### src/rtl/align_shift_fsm.sv
// Alignment stage of the half-precision adder: right-shifts the smaller-exponent
// mantissa by the exponent difference, one bit per cycle, and collects guard/round/sticky bits.
module align_shift_fsm #(
    parameter int MW       = 11,
    parameter int EW       = 5,
    parameter int SHORTCUT = 13
) (
    input  logic          clk,
    input  logic          rst_n,
    input  logic          in_valid,
    output logic          in_ready,
    input  logic [MW-1:0] inp1,
    input  logic          sgn1,
    input  logic [EW-1:0] exp1,
    input  logic [MW-1:0] inp2,
    input  logic          sgn2,
    input  logic [EW-1:0] exp2,
    output logic          out_valid,
    input  logic          out_ready,
    output logic [MW-1:0] out_mant_big,
    output logic [MW-1:0] out_mant_small,
    output logic          out_guard,
    output logic          out_round,
    output logic          out_sticky,
    output logic [EW-1:0] out_exp,
    output logic          out_sgn_big,
    output logic          out_sgn_small,
    output logic          out_eff_sub,
    output logic          err_order
);

    typedef enum logic [1:0] {IDLE, SHIFT, DONE} state_t;

    state_t        state, state_nxt;
    logic [MW+1:0] ext;       // {mantissa, guard, round}
    logic          sticky;
    logic [EW-1:0] cnt;
    logic [MW-1:0] mant_big;
    logic [EW-1:0] exp_r;
    logic          sgn_b, sgn_s, err_r;

    logic          order_bad;
    logic [EW-1:0] diff;
    logic          far;

    // Order check first so a swapped pair never produces a wrapped difference.
    always_comb begin
        order_bad = (exp2 > exp1);
        diff      = order_bad ? '0 : (exp1 - exp2);
        far       = (int'(diff) >= SHORTCUT);
    end

    always_comb begin
        state_nxt = state;
        case (state)
            IDLE: begin
                if (in_valid) begin
                    if (diff == '0 || far) state_nxt = DONE;
                    else                   state_nxt = SHIFT;
                end
            end
            SHIFT: begin
                if (cnt == EW'(1)) state_nxt = DONE;
            end
            DONE: begin
                if (out_ready) state_nxt = IDLE;
            end
            default: state_nxt = IDLE;
        endcase
    end

    always_ff @(posedge clk) begin
        if (!rst_n) begin
            state    <= IDLE;
            ext      <= '0;
            sticky   <= 1'b0;
            cnt      <= '0;
            mant_big <= '0;
            exp_r    <= '0;
            sgn_b    <= 1'b0;
            sgn_s    <= 1'b0;
            err_r    <= 1'b0;
        end else begin
            state <= state_nxt;
            case (state)
                IDLE: begin
                    if (in_valid) begin
                        mant_big <= inp1;
                        exp_r    <= exp1;
                        sgn_b    <= sgn1;
                        sgn_s    <= sgn2;
                        err_r    <= order_bad;
                        cnt      <= diff;
                        // Everything falls below round: only sticky survives.
                        if (far) begin
                            ext    <= '0;
                            sticky <= |inp2;
                        end else begin
                            ext    <= {inp2, 2'b00};
                            sticky <= 1'b0;
                        end
                    end
                end
                SHIFT: begin
                    ext    <= ext >> 1;
                    sticky <= sticky | ext[0];
                    cnt    <= cnt - EW'(1);
                end
                default: ;
            endcase
        end
    end

    assign in_ready       = (state == IDLE);
    assign out_valid      = (state == DONE);
    assign out_mant_big   = mant_big;
    assign out_mant_small = ext[MW+1:2];
    assign out_guard      = ext[1];
    assign out_round      = ext[0];
    assign out_sticky     = sticky;
    assign out_exp        = exp_r;
    assign out_sgn_big    = sgn_b;
    assign out_sgn_small  = sgn_s;
    assign out_eff_sub    = sgn_b ^ sgn_s;
    assign err_order      = err_r;

endmodule

### config.mk
export PLATFORM = sky130hd
export DESIGN_NAME = align_shift_fsm
export DESIGN_NICKNAME = d
export VERILOG_FILES = /design/src/rtl/align_shift_fsm.sv
export SDC_FILE = /design/constraint.sdc
export NUM_CORES = 1
export LEC_CHECK = 0
export CORE_MARGIN = 4
export CORE_UTILIZATION = 30
export DETAILED_ROUTE_END_ITERATION = 8
export GPL_TIMING_DRIVEN = 0
export SYNTH_ARGS = -nofsm -noshare
export SYNTH_HDL_FRONTEND = slang
export SYNTH_SLANG_ARGS = --single-unit
export TNS_END_PERCENT = 30
### constraint.sdc
create_clock -name clk -period 4.1 [get_ports clk]
set_input_delay 1.23 -clock clk [delete_from_list [all_inputs] [get_ports clk]]
set_output_delay 1.23 -clock clk [all_outputs]
set_load 0.1 [all_outputs]
==> PnR_summary.wiki <==
{| class="wikitable"
! Metric !! Value
|-
| Area occupied by multi-input gates || about 0.0011 mm2
|-
| Clock-pin slew reported for the worst setup and hold paths after clock tree synthesis || 0.08 ns
|-
| Switching part of the total || 0.444
|-
| Arrival time of data at the critical path endpoint || 3.84 ns
|-
| RePlAce Congestion || 0.807
|-
| Setup total negative slack || 0 ns
|-
| Routed length per instance || 13.3 um
|-
| Combinational share of power || 0.442
|-
| Standard cell core area || about 0.0065 mm2
|-
| Worst IR drop on VDD || 0.167 mV
|-
| Number of sinks handled by clock tree synthesis || 40
|-
| Average cell area after synthesis || 7.92 um2
|-
| Maximum clock frequency || between 200 and 300 MHz
|-
| Total number of placement rows || 29
|-
| Total power density per cell area || 433 mW/mm2
|-
| Final Hold Violating Endpoints || 0
|-
| DRC violation total after the first TritonRoute iteration || 52
|-
| Wire length of the first global-routing pass || 9350 um
|-
| Via count normalized by instance count || 4.78
|-
| Final max-slew violation count || 0
|-
| Startpoint type of the worst setup path || input pin
|-
| Slew at the pin closest to its max-slew limit || 0.992 ns
|-
| X dimension of the die || 90.6 um
|-
| Number of search-and-repair iterations in the first detailed-routing pass || 4
|-
| Most instantiated flip-flop cell in the synthesis netlist || sky130_fd_sc_hd__dfxtp_1
|-
| P_sw || about 0.00057 W
|-
| Number of antenna cells inserted || 0
|-
| GR Overflow Total || 0
|-
| Int Power || 0.000708 W
|-
| Number of hold buffers added after cts || 0
|-
| Utilization after layout || 0.453
|-
| Vias in the first global route || 1,926
|-
| Root Driver || sky130_fd_sc_hd__clkbuf_8
|-
| Sequential share of the synthesized area || 0.392
|-
| Classification of the worst setup path || in -> reg
|-
| Run status || completed
|-
| Number of port buffers || roughly 70
|-
| Final-stage net count || 383
|-
| Final wirelength || around 5500 um
|-
| Netlist Area Pre-Place || 0.00204 mm2
|-
| Initial core utilization || 0.315
|-
| Remaining max-slew budget at the tightest pin || 0.337
|-
| Fraction of final layout cells with drive strength greater than 1 || 0.0297
|-
| Distinct cell type count of the synthesized netlist || 35
|-
| Detail Placement HPWL || 4130 um
|-
| Unrepaired setup endpoints after global routing || false
|-
| Maximum clock path buffer count || 2
|-
| Die area || 0.00820 mm2
|-
| Post-synthesis register bit count || 40
|-
| Largest net degree at the start of global routing || 13
|-
| Initial antenna violation count || 0
|-
| Number of synthesized flops with an enable pin || 0
|-
| Clock tree from TritonCTS || built
|-
| Yosys warnings || 0
|-
| Final Critical Period || 3.65 ns
|-
| Sequential cell area in the final layout || between 800 and 900 um2
|-
| Antenna-violating nets left || 0
|-
| Endpoint required time on the critical path || 4.29 ns
|-
| Most common library cell in the layout ignoring fill and taps || sky130_fd_sc_hd__clkdlybuf4s50_1
|-
| Global router's overall resource usage || 0.138
|-
| Setup skew after layout || 0.00888 ns
|-
| Die height || 90.6 um
|-
| Cells after synthesis || 258
|-
| Final setup violation count || 0
|-
| Part of the cycle the worst path needs || 0.889
|-
| IO Pins || 74
|-
| Async set-or-reset flop fraction in the synthesized netlist || 0
|-
| Total clock buffers created by CTS || 5
|-
| CP endpoint kind || flop
|-
| Commonest cells after routing, fill and taps aside || 72 x sky130_fd_sc_hd__clkdlybuf4s50_1, 55 x sky130_fd_sc_hd__nand2_1, 40 x sky130_fd_sc_hd__dfxtp_1, 20 x sky130_fd_sc_hd__a21boi_0, 19 x sky130_fd_sc_hd__a21oi_1
|-
| Later-pin clock latency in the skew report || 0.29 ns
|-
| Number of gates resized after cts || 0
|-
| Detailed-route via count || a little under 2,000
|-
| Area overhead of the layout relative to synthesis || 43.9%
|-
| Count of maximum capacitance violations || 0
|-
| Fillers || 663
|-
| Worst min path class || reg -> reg
|-
| Leakage || around 1.1 nW
|-
| Clock power share || 0.199
|-
| Worst-path maximum fanout || 10
|-
| Number of remaining DRC errors || 0
|-
| Post-CTS setup buffer count || 0
|-
| Power share of the sequential group || 0.358
|-
| Depth of the CTS H-tree || 2
|-
| Number of nets produced by synthesis || a little over 300
|}
## kinds of logic (layout without fill, tap and decap cells)
logic type / after synthesis / in the layout / share of synthesized area
buf+inv: 27 / 106 / 0.0496
xor+xnor: 4 / 4 / 0.0171
mux: 4 / 4 / 0.0202
simple gates: 107 / 107 / 0.250
flops: 40 / 40 / 0.392
fa+ha+maj: 8 / 8 / 0.0526
compound gates: 68 / 68 / 0.219
## layer usage
metal	global-route usage	vias up	wire (um)
li1	-	1034	-
met1	0.174	873	2670
met2	0.225	65	2430
met3	0.0450	5	363
met4	0.0344	0	36
met5	0	-	0
## final timing paths
kind	cells after the start	startpoint	slack [ns]	to
min reg2reg	2	out_mant_big[2]	0.46	out_mant_big[2]
max	12	exp1[0]	0.45	ext[10]
max reg2reg	6	state[1]	2.18	out_exp[0]
min	2	out_mant_big[2]	0.46	out_mant_big[2]
## stage by stage
step,hold slack [ns],area (um2),power (W),setup slack [ns],cells
floorplan,0.571,2040,0.000874,0.410,258
global placement,0.450,2860,0.00103,0.162,407
detailed placement,0.457,2860,0.00103,0.151,407
CTS,0.469,2940,0.00129,0.448,414
global route,0.491,2940,0.00134,0.205,414
finish,0.463,2940,0.00127,0.454,414
## sequential cells by signal (all words and copies together) (netlist names)
register and count:
ext 13, out_mant_big 11, cnt 5, err_order 1, state 2, out_sgn_big 1
out_sticky 1, out_sgn_small 1, out_exp 5
## Yosys cell counts, types with 2 or more instances
| cell type | count | area (um2) |
|---|---|---|
| sky130_fd_sc_hd__nand2_1 | 55 | 206 |
| sky130_fd_sc_hd__mux2i_1 | 3 | 30.0 |
| sky130_fd_sc_hd__ha_1 | 7 | 87.6 |
| sky130_fd_sc_hd__and3_1 | 11 | 68.8 |
| sky130_fd_sc_hd__nand2b_1 | 2 | 12.5 |
| sky130_fd_sc_hd__and2_1 | 12 | 75.1 |
| sky130_fd_sc_hd__clkbuf_1 | 16 | 60.1 |
| sky130_fd_sc_hd__xor2_1 | 3 | 26.3 |
| sky130_fd_sc_hd__o21ai_0 | 14 | 70.1 |
| sky130_fd_sc_hd__nor2b_1 | 8 | 50.1 |
| sky130_fd_sc_hd__a21o_1 | 2 | 15.0 |
| sky130_fd_sc_hd__dfxtp_1 | 40 | 801 |
| sky130_fd_sc_hd__nor3_1 | 3 | 15.0 |
| sky130_fd_sc_hd__a31oi_1 | 3 | 18.8 |
| sky130_fd_sc_hd__nand3_1 | 4 | 20.0 |
| sky130_fd_sc_hd__a21boi_0 | 20 | 150 |
| sky130_fd_sc_hd__a21oi_1 | 19 | 95.1 |
| sky130_fd_sc_hd__nor2_1 | 7 | 26.3 |
| sky130_fd_sc_hd__inv_1 | 11 | 41.3 |
| sky130_fd_sc_hd__nor4_1 | 3 | 18.8 |
## area by class of cell
cell class	instances	share of cell area
multi-input cells	191	0.388
flip-flops and latches	40	0.272
repair buffers	72	0.245
well taps	77	0.0327
clock buffers	5	0.0234
plain buffers	16	0.0204
inverters	11	0.0140
clock inverters	2	0.00425
## power by group through the flow
stage	Combinational (W)	Clock, W	Sequential (W)
final	0.000563	0.000254	0.000456
after global routing	0.000600	0.000280	0.000463
after CTS	0.000568	0.000267	0.000456
after detailed placement	0.000566	0	0.000465
after global placement	0.000563	0	0.000465
after floorplan	0.000203	0	0.000672
## critical path: stages
cell and delay, ns:
sky130_fd_sc_hd__clkdlybuf4s50_1 0.45, sky130_fd_sc_hd__inv_1 0.08, sky130_fd_sc_hd__ha_1 0.14, sky130_fd_sc_hd__inv_1 0.07
sky130_fd_sc_hd__fa_1 0.40, sky130_fd_sc_hd__xor2_1 0.27, sky130_fd_sc_hd__nand3_1 0.14, sky130_fd_sc_hd__mux2i_1 0.15
sky130_fd_sc_hd__a221o_1 0.25, sky130_fd_sc_hd__clkbuf_1 0.33, sky130_fd_sc_hd__o21ai_0 0.15, sky130_fd_sc_hd__and2_1 0.17
No activity file was read; power rests on OpenSTA's default activity.
